==> src/rtl/uart_pkg.sv <==
// Shared UART definitions: the transmitter state encoding and line levels,
// kept here so a receiver can use the same names.
package uart_pkg;

  typedef enum logic [2:0] {
    IDLE,
    SYNC,
    START,
    DATA,
    PARITY,
    STOP
  } tx_state_t;

  localparam logic UART_IDLE_LEVEL  = 1'b1;
  localparam logic UART_START_LEVEL = 1'b0;

endpackage

==> src/rtl/uart_tx_tick.sv <==
// Tick-driven UART transmitter: one bit per tick pulse, 8N1 by default.
// Define UART_TX_PARITY_EN to insert an even-parity bit (8E1).
module uart_tx_tick
  import uart_pkg::*;
#(
  parameter int DATA_BITS = 8,
  parameter int STOP_BITS = 1
) (
  input  logic                 clk,
  input  logic                 rst,
  input  logic                 tick,
  input  logic [DATA_BITS-1:0] data,
  input  logic                 valid,
  output logic                 ready,
  output logic                 tx,
  output logic                 busy
);

  localparam int CNT_W = (DATA_BITS > 1) ? $clog2(DATA_BITS) : 1;
  localparam logic [CNT_W-1:0] LAST_BIT = CNT_W'(DATA_BITS - 1);
  localparam logic LAST_STOP = 1'(STOP_BITS - 1);

  tx_state_t            state, state_n;
  logic                 tx_n, busy_n;
  logic [DATA_BITS-1:0] shift, shift_n;
  logic [CNT_W-1:0]     bitcnt, bitcnt_n;
  logic                 stopcnt, stopcnt_n;
`ifdef UART_TX_PARITY_EN
  logic                 par, par_n;
`endif

  assign ready = (state == IDLE);

  always_ff @(posedge clk or posedge rst) begin
    if (rst) begin
      state   <= IDLE;
      tx      <= UART_IDLE_LEVEL;
      busy    <= 1'b0;
      shift   <= '0;
      bitcnt  <= '0;
      stopcnt <= 1'b0;
`ifdef UART_TX_PARITY_EN
      par     <= 1'b0;
`endif
    end else begin
      state   <= state_n;
      tx      <= tx_n;
      busy    <= busy_n;
      shift   <= shift_n;
      bitcnt  <= bitcnt_n;
      stopcnt <= stopcnt_n;
`ifdef UART_TX_PARITY_EN
      par     <= par_n;
`endif
    end
  end

  always_comb begin
    state_n   = state;
    tx_n      = tx;
    busy_n    = busy;
    shift_n   = shift;
    bitcnt_n  = bitcnt;
    stopcnt_n = stopcnt;
`ifdef UART_TX_PARITY_EN
    par_n     = par;
`endif
    case (state)
      // tick in the accept cycle is deliberately ignored
      IDLE: begin
        if (valid) begin
          shift_n = data;
          busy_n  = 1'b1;
          state_n = SYNC;
`ifdef UART_TX_PARITY_EN
          par_n   = ^data;
`endif
        end
      end
      // wait for a tick so the start bit lasts a full tick period
      SYNC: begin
        if (tick) begin
          tx_n    = UART_START_LEVEL;
          state_n = START;
        end
      end
      START: begin
        if (tick) begin
          tx_n     = shift[0];
          shift_n  = shift >> 1;
          bitcnt_n = '0;
          state_n  = DATA;
        end
      end
      DATA: begin
        if (tick) begin
          if (bitcnt == LAST_BIT) begin
`ifdef UART_TX_PARITY_EN
            tx_n      = par;
            state_n   = PARITY;
`else
            tx_n      = UART_IDLE_LEVEL;
            stopcnt_n = 1'b0;
            state_n   = STOP;
`endif
          end else begin
            tx_n     = shift[0];
            shift_n  = shift >> 1;
            bitcnt_n = bitcnt + CNT_W'(1);
          end
        end
      end
      PARITY: begin
`ifdef UART_TX_PARITY_EN
        if (tick) begin
          tx_n      = UART_IDLE_LEVEL;
          stopcnt_n = 1'b0;
          state_n   = STOP;
        end
`else
        state_n = IDLE;
`endif
      end
      STOP: begin
        tx_n = UART_IDLE_LEVEL;
        if (tick) begin
          if (stopcnt == LAST_STOP) begin
            state_n = IDLE;
            busy_n  = 1'b0;
          end else begin
            stopcnt_n = stopcnt + 1'b1;
          end
        end
      end
      default: state_n = IDLE;
    endcase
  end

endmodule

==> config.mk <==
export PLATFORM = sky130hd
export DESIGN_NAME = uart_tx_tick
export DESIGN_NICKNAME = d
export VERILOG_FILES = /design/src/rtl/uart_pkg.sv /design/src/rtl/uart_tx_tick.sv
export SDC_FILE = /design/constraint.sdc
export NUM_CORES = 1
export LEC_CHECK = 0
export BUFFER_PORTS_ARGS = -buffer_cell sky130_fd_sc_hd__clkbuf_2
export CAP_MARGIN = 10
export CORE_ASPECT_RATIO = 2
export CORE_MARGIN = 4
export CORE_UTILIZATION = 33
export DETAILED_ROUTE_END_ITERATION = 6
export PLACE_DENSITY = 0.59
export SYNTH_ARGS = -nofsm -noshare
export SYNTH_HDL_FRONTEND = slang
export SYNTH_SLANG_ARGS = --single-unit
==> constraint.sdc <==
create_clock -name clk -period 1.7 [get_ports clk]
set_input_delay 0.34 -clock clk [delete_from_list [all_inputs] [get_ports clk]]
set_output_delay 0.34 -clock clk [all_outputs]
set_load 0.01 [all_outputs]
==> summary.md <==
| Metric | Value |
|---|---|
| Status | complete, no violations |
| Hold_ws | 0.1459 ns |
| WL final | 2194 um |
| Static leakage power | 0.5071 nW |
| Max Root-Sink Buffers | 2 |
| Final worst slack | 0.1093 ns |
| Final clock skew | 0.0005865 ns |
| FILL cells | 283 |
| Startpoint types | register |
| Yosys top cell area share | 40.21% |
| Post-route ant nets | 0 |
| Syn_area_per_cell | 10.26 sq um |
| WS Path Type | reg2reg |
| DP Worst Slack | -0.03182 ns |
| Period utilization | 93.57% |
| IO Count | 15 |
| Die Height | 83.21 um |
| Hpwl dp | 1653 um |
| Top_reg_cell synth | dfrtp_1 |
| Worst R2R Setup Slack | 0.11 ns |
| Yosys cell types | 33 |
| Total CTS buffers | 3 |
| FP Rows | 27 |
| Final hold violations | 0 |
| Sequential area share after synthesis | 43.03% |
| Synth-to-layout area growth | 18.77% |
| Fin crit period | 1.591 ns |
| Slew @ Worst Pin | 0.6456 ns |
| Routability cong. | 0.7053 |
| First-pass GRT wire length | 3795 um |
| CTS tree | done |
| Final Instance Area | 1109 sq um |
| Worst vdd ir | 0.0006868 V |
| Hold crit path type | in2async |
| Setup crit start | bitcnt[0] |
| Worst Path Arrival | 1.70 ns |
| Post-synth design cell area | 933.4 sq um |
| Synth warn | 0 |
| Clk_lat worst skew | 0.25 ns |
| Setup crit end | shift[3] |
| Synthesized Nets | 105 |
| Wire per inst | 16.01 um |
| Final Setup Violations | 0 |
| Layout cell share with drive strength beyond 1 | 28.70% |
| Fmax | 628.6 MHz |
| Max cap viols | 0 |
| Gr usage total | 12.87% |
| Largest area contributor in the netlist | dfrtp_1 |
| Crit path max fanout | 8 |
| Clock sink count | 16 |
| Initial antenna violation count | 0 |
| Total core area | 2736 sq um |
| Relative slew margins | 56.91% |
| Register bit total from synthesis | 16 |
| Port buffer count | 14 |
| Die area | 3795 sq um |
| 1st-iter DRT viols | 23 |
| GR Overflow Total | 0 |
| Die Wd | 45.61 um |
| Worst-path clk slew | 0.07 ns |
| Largest net degree at the start of global routing | 17 |
| Initial Util | 34.11% |
| Diodes inserted | 0 |
| Clock Tree Root | clkbuf_8 |
| Slew Viols, Final | 0 |
| DRT Pass-1 Iters | 4 |
| Setup bufs post-CTS | 0 |
| Synth top area cells | dfrtp_1 40%, mux2i_1 8.6%, a311oi_1 6.6%, a31oi_1 4.7%, dfstp_2 2.8% |
| Routed via count | 786 |
| Worst setup EP type | register |
| Reg-to-Reg Start | bitcnt[0] |
| Nets@finish | 123 |
| Critical Path RT | 1.81 ns |
| Dpl cell area | 1042 sq um |
| Vias per cell | 5.737 |
| Post-Syn Instances | 91 |
| Post-synth EDFFs | 0 |
| # H-tree levels | 1 |
| Pwr Density | 1436 nW/um^2 |
| Vias in the first global route | 826 |
| DRC | 0 |
| FF-to-FF path depth | 5 |
| Post-CTS Hold Buffers | 0 |
| R2r endpoint | shift[3] |
| FFs w/ async S/R, synth | 100.0% |
| RSZ-0062 raised after global routing | no |
cells in the final DEF, fill, tap and decap left out, drive strengths merged:
master   instances
a21oi            3
a311oi           7
o221ai           1
dfstp            1
a31oi            7
nor4b            1
a21o             1
nor2             3
and4             1
nor3             2
nand3b           1
clkbuf          18
o31ai            1
a22oi            1
or4b             1
o2bb2ai          1
and2             3
ha               2
dfrtp           15
o21ai            6
buf              6
mux2i            8
nand3            2
o311ai           1
or3b             1
nand2b           1
nand2            7
inv              5
a22o             1
routing by layer:
layer / track usage (%) / routed length, um / vias up
li1: - / - / 380
met1: 15.07 / 860 / 376
met2: 22.29 / 1192 / 25
met3: 2.169 / 109 / 5
met4: 4.000 / 31 / 0
met5: 0 / 0 / -
synthesized netlist by cell type, types with 2 or more instances:
library cell and count:
o21ai_0 5, inv_1 5, a31oi_1 7, ha_1 2, mux2i_1 8, a311oi_1 7, nand3_1 2, a21oi_1 3
nand2_1 7, buf_2 4, dfrtp_1 15, and2_1 2, nor3_1 2, nor2_1 3
cells by family after synthesis:
logic type | share of synthesized area [%]
multiplexers | 8.579
AO/OA/AOI/OAI | 22.65
adder cells (fa/ha/maj) | 2.681
AND/OR/NAND/NOR | 16.49
buffers and inverters | 6.568
flip-flops | 43.03
stage by stage:
step	power (mW)	util, %	setup TNS [ns]	instances
floorplan	1.076	-	0	91
global placement	1.220	38.09	0	133
detailed placement	1.245	38.09	-0.04144	133
CTS	1.603	40.37	0	137
global route	1.712	40.51	0	137
finish	1.592	40.51	0	137
sequential cells by signal, summed over array words and instances, names as in the netlist:
name    count
shift       8
tx          1
state       3
bitcnt      3
busy        1
worst min-delay path by stage:
stage | start | to | slack (ns) | cells after the start
after detailed placement | rst | busy | 0.45 | 2
after CTS | rst | busy | 0.17 | 2
after global placement | rst | busy | 0.44 | 2
final | rst | busy | 0.15 | 2
after floorplan | rst | bitcnt[0] | 0.25 | 1
after global routing | rst | busy | 0.20 | 2
power by group:
part | internal (mW) | switching [mW]
combinational | 0.294 | 0.316
clock | 0.206 | 0.143
sequential | 0.528 | 0.106
total | 1.03 | 0.565
final cells by class:
class                      count  area, sq um  share of cell area, %
tap                           29        36.28                  3.273
timing repair buffer          20        115.1                  10.38
sequential                    16        401.6                  36.23
inverter                       5        18.77                  1.693
multi-input combinational     63        481.7                  43.45
clock buffer                   4        55.05                  4.966
worst max-delay path, cell delays in order, from the launching register on:
cell and delay [ns]:
dfrtp_1 0.41, ha_1 0.22, ha_2 0.21, and2_2 0.23
o21ai_4 0.24, a31oi_1 0.14
timing repair:
item,CTS,global route
resized for setup,1,2
endpoints found under the setup margin,7,8
pin swaps,0,1
Note: power is estimated with default switching activity, not from simulation.
